<file path="src/rtl/alu_core.sv">
// alu_core: registered signed ALU, eight ops, BW+1-bit exact result with {overflow, negative, zero} flags
module alu_core #(
  parameter int BW = 16
) (
  input  logic                 clk,
  input  logic                 rst,
  input  logic signed [BW-1:0] in_a,
  input  logic signed [BW-1:0] in_b,
  input  logic [2:0]           opcode,
  output logic signed [BW:0]   out,
  output logic [2:0]           flags
);
  logic signed [BW:0] a, b, res;
  logic [BW-1:0] lg;
  assign a = {in_a[BW-1], in_a};
  assign b = {in_b[BW-1], in_b};
  always_comb begin
    lg  = opcode == 3'b010 ? in_a & in_b :
          opcode == 3'b011 ? in_a | in_b :
          opcode == 3'b100 ? in_a ^ in_b :
          opcode == 3'b110 ? in_a : in_b;
    res = opcode == 3'b000 ? a + b :
          opcode == 3'b001 ? a - b :
          opcode == 3'b101 ? a + (BW+1)'(1) : {lg[BW-1], lg};
  end
  always_ff @(posedge clk) begin
    if (rst) begin
      out   <= '0;
      flags <= 3'b001;
    end else begin
      out   <= res;
      flags <= {res[BW] != res[BW-1], res[BW], res == '0};
    end
  end
endmodule

</file>
<file path="config.mk">
export PLATFORM = sky130hd
export DESIGN_NAME = alu_core
export DESIGN_NICKNAME = d
export VERILOG_FILES = /design/src/rtl/alu_core.sv
export SDC_FILE = /design/constraint.sdc
export NUM_CORES = 1
export LEC_CHECK = 0
export CAP_MARGIN = 20
export CORE_MARGIN = 2
export CORE_UTILIZATION = 40
export CTS_CLUSTER_DIAMETER = 30
export DETAILED_ROUTE_END_ITERATION = 10
export PLACE_DENSITY = 0.61
export REMOVE_ABC_BUFFERS = 1
export SLEW_MARGIN = 30
export SYNTH_ARGS = -nofsm -noshare
export SYNTH_HDL_FRONTEND = slang
export SYNTH_SLANG_ARGS = --single-unit
</file>
<file path="constraint.sdc">
create_clock -name clk -period 3.85 [get_ports clk]
set_input_delay 0.5775 -clock clk [delete_from_list [all_inputs] [get_ports clk]]
set_output_delay 0.5775 -clock clk [all_outputs]
set_load 0.005 [all_outputs]
</file>
==> impl_metrics.ini <==
[placed_design]
port-buffer-count = 56
pre_cts_ws_ps = -9.09
dpl-instance-area_sq_um = 4920
place_hpwl_um = 10900
globalplace.congestion = 0.987

[floorplanning]
die-area_sq_um = 10900
start_util = 0.413
die_x_um = 105
rows = 36
core_sq_um = 9820
ios = 57
die_h_um = 105

[logic_synthesis]
synth_edf_count = 0
seq_area_frac_synth = 0.0939
yosys_warnings = 0
synth_area_leaders = ha_1 15%, dfxtp_1 9.4%, nor2_1 5.2%
netlist_top_cells_count = 56 x nor2_1, 49 x ha_1, 46 x inv_1
synth_area_leader_cell = ha_1
synth_seq_cells = 19
synthMostInstantiatedCell = nor2_1
syn_inst = 549
synthDistinctLibCells = 90
syn_avg_cell_area_sq_um = 7.38
netlist_area_sq_um = 4050
synth_flop_cell = dfxtp_1
synth-async-reset-ratio = 0
synth_top_area_frac = 0.151

[clock_network]
clk_path_buf_depth = 2
clock_sinks = 19
cts_buffers = 3
h-tree-depth = 1
root_buffer = clkbuf_8
clk_pin_slew_ps = 60
tritoncts = built

[grt]
grtUsageMet3 = 0.0362
grt_pass1_vias = 4207
grt_usage = 0.244
grt_antenna_before_repair = 0
grt_max_degree = 44
use_met2 = 0.403
grt-busiest-layer = met2
use_met1 = 0.342
overflow = 0
grt_pass1_wl_um = 21900

[power_and_ir_drop]
ir_worst_vdd_mv = 0.152
power_density_nw_per_um2 = 205
leakagePower_nw = 2.08
finalPower_mw = 1.02

[timing]
finalSetupViolCount = 0
rsz0062_at_grt = false
max_freq_mhz = 275
hold_violations = 0
finalWorstSetupSlack_ps = 211
drv_slew = 0
maxSlewHeadroom = 0.620
period_needed_ps = 3640
tightest_slew_ps = 569
finalCritPeriodShare = 0.945

[worst_setup_path]
crit_type = in -> reg
worst-path-max-fanout = 3
start_kind = primary input
end_kind = flop
crit_required_ps = 4040
crit_arrival_ps = 3830

[drt]
totalWireLength_um = 13400
routedWlPerCell_um = 17.9
routed_via_density = 5.99
first_iter_violations = 272
first_pass_iters = 5
drcViolationCount = 0
vias = 4501
drtAntennaViolNets = 0

[finish]
design_area_sq_um = 4980
final_nets = 708
n_antenna_cell = 0
area_growth_pct = 22.9
drive_gt1_frac = 0.131

[run_status]
outcome = finished clean

[hold_path]
hp-class = in -> reg

[job]
maxCapViolations = 0
## state kept, by name (all words and copies together) (netlist names)
register / cells
out: 16
flags: 3
## where the power goes
part	switching [mW]	internal (mW)	leakage (nW)	total, mW
Clock	0.0539	0.0732	0.0228	0.127
Sequential	0.00529	0.220	0.158	0.225
Combinational	0.365	0.302	1.90	0.667
Total	0.424	0.595	2.08	1.02
## critical path: stages
cell,delay (ps)
clkdlybuf4s50_1,500
inv_1,80
ha_1,230
fa_1,490
inv_1,40
mux4_2,460
a2bb2oi_1,350
o211ai_1,150
nor2_1,90
and4_1,190
nand4b_1,170
nor4b_2,290
a41o_1,200
## through the flow
step / std cells / util / hold WS [ps] / setup TNS, ps
2_1_floorplan: 514 / - / 649 / 0
3_3_place_gp: 747 / 0.501 / 1280 / 0
3_5_place_dp: 747 / 0.501 / 1280 / -9.09
4_1_cts: 751 / 0.506 / 1150 / 0
5_1_grt: 752 / 0.507 / 1210 / 0
6_report: 752 / 0.507 / 1170 / 0
## per-layer routing
| metal | routed length, um | vias up |
|---|---|---|
| met5 | 0 | - |
| met1 | 6090 | 2127 |
| li1 | - | 2163 |
| met3 | 1160 | 12 |
| met2 | 6080 | 199 |
| met4 | 121 | 0 |
## final cells by class
class,instances,area [sq um]
Clock buffer,4,45.0
Inverter,48,180
Tap cell,133,166
Fill cell,1002,4840
Timing Repair Buffer,101,906
Sequential cell,19,380
Multi-Input combinational cell,447,3300
## cell families (layout without fill, tap and decap cells)
group | count (synthesis) | after routing | share of synthesized area
fa+ha+maj | 51 | 51 | 0.161
simple gates | 183 | 183 | 0.247
compound gates | 179 | 179 | 0.321
buf+inv | 83 | 153 | 0.0930
mux | 19 | 19 | 0.0522
xor+xnor | 15 | 15 | 0.0324
flops | 19 | 19 | 0.0939
## path summary, 6_finish.rpt
check                      from                  end  slack, ps  depth (start not counted)
worst min-delay path  opcode[0]    out[1]$_SDFF_PP0_       1170                          4
worst max-delay path    in_a[0]  flags[0]$_SDFF_PP1_        210                         13
## cells in the final DEF, fill, tap and decap left out, types with 8 or more instances in the layout
cell	n
a211oi_1	9
nor2_1	56
clkdlybuf4s50_1	55
a21oi_1	34
o21ai_0	30
xnor2_1	13
buf_4	44
ha_1	49
dfxtp_1	19
o211ai_1	10
nor2b_1	8
nand3_1	11
mux2i_1	11
nor3_1	19
nand2_1	31
inv_1	46
nand2b_1	9
## timing repair
action / CTS / global route
setup buffers: 0 / 1
gates resized for setup: 0 / 1
hold buffers: 0 / 0
hold endpoints to repair: 0 / 0
setup endpoints to repair: 0 / 1
(Power assumes the default switching activity.)
==> edit 1: new RTL, config.mk and constraints unchanged <==
Put one more register stage on the output `out`. The value now appears one clock later. The other outputs are not delayed to match.
--- a/src/rtl/alu_core.sv
+++ b/src/rtl/alu_core.sv
@@ -10,6 +10,8 @@
   output logic signed [BW:0]   out,
   output logic [2:0]           flags
 );
+
+  logic signed [BW:0] out_s0;
   logic signed [BW:0] a, b, res;
   logic [BW-1:0] lg;
   assign a = {in_a[BW-1], in_a};
@@ -25,12 +27,16 @@
   end
   always_ff @(posedge clk) begin
     if (rst) begin
-      out   <= '0;
+      out_s0 <= '0;
       flags <= 3'b001;
     end else begin
-      out   <= res;
+      out_s0 <= res;
       flags <= {res[BW] != res[BW-1], res[BW], res == '0};
     end
   end
+  always_ff @(posedge clk) begin
+    out <= out_s0;
+  end
+
 endmodule
 
Behaviour: not the same (Yosys sat finds a counterexample within 4 cycles, from zero or initial values and one cycle with rst high).
==> edit 1 against the unedited design <==
Sequential cell count is 17 higher; synthesized area is 6.9% higher; cell area is 3.9% higher; worst setup slack better by 0.16 ns; non-clock buffer count is 15 lower; count of clock-buffer cells in the layout is 3 higher; first-iteration DRC count is 54% higher; routed wire length hardly changed; highest routed layer unchanged; total power is 27% higher; die area is 6.7% higher; critical path type unchanged.
==> edit 1: results (changes against the unedited design) <==
Power
  – Comb power frac: 46.7% (was 65.4%)
  – Net Switching: 0.4622 mW (was 0.4242 mW)

Timing
  – Worst slew pin tran: 0.6349 ns (was 0.5689 ns)
  – Hold_ws: 0.3243 ns (was 1.174 ns)
  – Worst setup margin: 0.3741 ns (was 0.2113 ns)

Clocking
  – CTS H-tree depth: 2 (was 1)
  – CTS buffer count: 5 (was 3)

Worst setup path
  – CP top delay family: compound AO/OA/AOI/OAI gates (was simple AND/OR/NAND/NOR gates)
  – Crit-path max cell delay: 0.60 ns (was 0.50 ns)

Hold path
  – Hold Crit Depth: 0 (was 4)
  – Hold crit path type: reg -> reg (was in -> reg)
  – Hold EP: out[4] (was out[1])

Logic synthesis
  – Register area share after synthesis: 16.64% (was 9.389%)
  – Synth Area in XOR/XNOR: 2.629% (was 3.243%)
  – Synth Area per Inst: 7.721 um2 (was 7.380 um2)
  – Top cells by area, synth: dfxtp_1 (17%), ha_1 (14%), a21oi_1 (4.6%) (was ha_1 (15%), dfxtp_1 (9.4%), nor2_1 (5.2%))
  – Synth Area in Compound Gates: 30.27% (was 32.06%)
  – Multiplexer share of the synthesized area: 3.755% (was 5.219%)

Place
  – DP HPWL: 10.61 mm (was 10.86 mm)
  – Global placement routability congestion: 0.9467 (was 0.9870)

Cells and area
  – Fraction of layout cells with a size suffix above 1: 10.55% (was 13.09%)
  – Nets@finish: 704 (was 708)

Status
  – Status: finished clean (unchanged)

Global routing
  – Global Route Usage Sum: 23.50% (was 24.38%)

Routing
  – Initial DRC count: 420 (was 272)
==> edit 1: how the worst max path moves through the flow <==
stage	start	to	cells after the start
detailed placement	in_a[0]	flags[0]	12
finish	in_a[0]	flags[0]	12
CTS	in_a[0]	flags[0]	12
global route	in_a[7]	flags[0]	11
floorplan	in_a[0]	flags[0]	11
global placement	in_a[7]	flags[0]	11
==> edit 1: layout make-up <==
cell class                      instances  area (um2)
Tap cell                              136       170.2
Clock buffer                            7       96.34
Multi-Input combinational cell        442        3223
Fill cell                            1016        5244
Inverter                               45       168.9
Sequential cell                        36       720.7
Timing Repair Buffer                   86       793.3
==> edit 1: layer usage <==
layer	vias to the layer above	GRT usage [%]	share of wire [%]
met1	2060	33.33	47
li1	2189	-	-
met2	177	39.08	46
met3	14	1.085	5.5
met4	0	5.861	1.3
met5	-	0	0
==> edit 1: what timing repair did <==
action / 4_1_cts / 5_1_grt
buffers inserted: 0 / 0
resized for setup: 0 / 2
endpoints found under the setup margin: 0 / 1
==> edit 2: new RTL, same flow settings <==
Without the edit above. Change the parameter `BW` from 16 to 8.
--- a/src/rtl/alu_core.sv
+++ b/src/rtl/alu_core.sv
@@ -1,6 +1,6 @@
 // alu_core: registered signed ALU, eight ops, BW+1-bit exact result with {overflow, negative, zero} flags
 module alu_core #(
-  parameter int BW = 16
+  parameter int BW = 8
 ) (
   input  logic                 clk,
   input  logic                 rst,
Ports: changed (resized in_a, in_b and out); port bits go from 57 to 33. The function was not compared with the original's and may differ.
==> edit 2 against the unedited design <==
Utilization is 2.4 points lower; cell area shrank 55%; worst setup slack improved by 0.48 ns; total power fell by 50%; critical path type unchanged; sequential share of layout area increased by 2.1 points; sequential cell count decreased by 8; synthesized area is 53% lower; routed wire length shrank 63%.
==> edit 2: results (changes against the unedited design) <==
Clocking
  – Post-cts repair resize count: 0 (unchanged)
  – CTS H-tree depth: 1 (unchanged)
  – Clk slew on worst S/H paths: 0.05 ns
  – Setup repair bufs after CTS: 0 (unchanged)
  – Clock buffer depth: 2 (unchanged)
  – Root Buffer: clkbuf_8 (unchanged)
  – CTS buffer count: 3 (unchanged)

Worst setup path
  – Worst Path Max Fanout: 6 (was 3)
  – Crit-path max cell delay: 0.59 ns (was 0.50 ns)
  – CP top delay family: multiplexers (was simple AND/OR/NAND/NOR gates)
  – CP max stage cell: clkdlybuf4s50_1 (unchanged)
  – Setup crit start: in_a[0] (unchanged)
  – CP arrival: 3.28 ns (was 3.83 ns)

Timing
  – Final Hold Vio Count: 0 (unchanged)
  – Final setup violation count: 0 (unchanged)
  – Worst slew pin tran: 0.7298 ns (was 0.5689 ns)

Cells and area
  – Fraction of layout cells with a size suffix above 1: 9.470% (was 13.09%)
  – Biggest regs: out x8, flags x3 (was out x16, flags x3)
  – N_diodes: 0 (unchanged)
  – Fillcell total: 482 (was 1002)

Logic synthesis
  – Unique masters post-synth: 62 (was 90)
  – Synth Area per Inst: 8.072 um2 (was 7.380 um2)
  – Synth Area in Compound Gates: 28.17% (was 32.06%)
  – Synth Area in XOR/XNOR: 4.156% (was 3.243%)
  – Async set-or-reset flop fraction in the synthesized netlist: 0% (unchanged)
  – Multiplexer share of the synthesized area: 7.652% (was 5.219%)
  – Ys flop type: dfxtp_1 (unchanged)
  – Top cells by area, synth: ha_1 (16%), dfxtp_1 (12%), mux2i_1 (5.3%) (was ha_1 (15%), dfxtp_1 (9.4%), nor2_1 (5.2%))
  – Synth Area in Adders: 18.60% (was 16.12%)
  – Register area share after synthesis: 11.61% (was 9.389%)
  – Synth cell count leaders: nor2_1 (26), ha_1 (25), inv_1 (22) (was nor2_1 (56), ha_1 (49), inv_1 (46))

Global routing
  – Pin count of the biggest net entering global routing: 19 (was 44)
  – Vias in the first global route: 1689 (was 4207)
  – Global Route Usage Sum: 19.05% (was 24.38%)
  – First-pass GRT wire length: 8.073 mm (was 21.91 mm)
  – Initial antenna violation count: 0 (unchanged)

Routing
  – DRT Pass-1 Iters: 4 (was 5)
  – Avg Vias per Cell: 5.824 (was 5.985)
  – WL per Instance: 15.58 um (was 17.88 um)
  – Via count: 1852 (was 4501)
  – Initial DRC count: 108 (was 272)

Power
  – Peak VDD IR: 0.09646 mV (was 0.1518 mV)
  – Switching part of the total: 35.38% (was 41.64%)
  – Comb power frac: 52.8% (was 65.4%)
  – Pleak: 0.9700 nW (was 2.079 nW)
  – Clk pwr: 0.109 mW (was 0.127 mW)

Place
  – Post-DP Area: 2208 um2 (was 4920 um2)
  – Post-Place Worst Slack: 0.4549 ns (was -0.009087 ns)
  – DP HPWL: 3.999 mm (was 10.86 mm)
  – Global placement routability congestion: 0.8970 (was 0.9870)
  – Post-Place Cells: 314 (was 747)
  – Input/output buffers: 32 (was 56)

Status
  – Status: finished clean (unchanged)

Hold path
  – Hold path start: rst (was opcode[0])
  – Hold crit path type: in -> reg (unchanged)
[edit 2: cell count changes after synthesis, moves of 8 or more]
| cell | unedited run | this run |
|---|---|---|
| nor2_1 | 56 | 26 |
| a21oi_1 | 34 | 9 |
| ha_1 | 49 | 25 |
| inv_1 | 46 | 22 |
| nand2_1 | 31 | 9 |
| o21ai_0 | 30 | 8 |
| buf_2 | 18 | 2 |
| nor3_1 | 19 | 7 |
| a211oi_1 | 9 | 1 |
| dfxtp_1 | 19 | 11 |
| o211ai_1 | 10 | 2 |
[edit 2: per-layer routing]
metal  wire, um  global-route usage (%)  vias up
met1       2362                   25.52      875
li1           -                       -      917
met2       2309                   31.82       58
met5          0                       0        -
met3        267                   2.486        2
met4         16                   5.761        0
[edit 2: layout make-up]
cell class	count	area (um2)	area share, %
clock buffer	4	45.04	1.999
sequential	11	220.2	9.772
timing repair buffer	39	372.9	16.55
multi-input combinational	188	1465	65.02
inverter	22	82.58	3.665
tap	54	67.56	2.998
[edit 2: cells by family (layout without fill, tap and decap cells)]
| group | Yosys count | count (layout) |
|---|---|---|
| multiplexers | 13 | 13 |
| AO/OA/AOI/OAI | 70 | 70 |
| buffers and inverters | 36 | 65 |
| adder cells (fa/ha/maj) | 27 | 27 |
| XOR/XNOR | 9 | 9 |
| AND/OR/NAND/NOR | 69 | 69 |
| flip-flops | 11 | 11 |
[edit 2: per-stage QoR]
stage          power, mW  util, %
6_report          0.5060    48.35
5_1_grt           0.5394    48.35
4_1_cts           0.5064    48.35
3_5_place_dp      0.3960    47.38
3_3_place_gp      0.3950    47.38
2_1_floorplan     0.2831        -
[edit 2: final timing paths]
| kind | end | slack (ns) | cells past startpoint |
|---|---|---|---|
| setup / recovery | flags[0] | 0.69 | 11 |
| hold / removal | flags[2] | 1.11 | 2 |
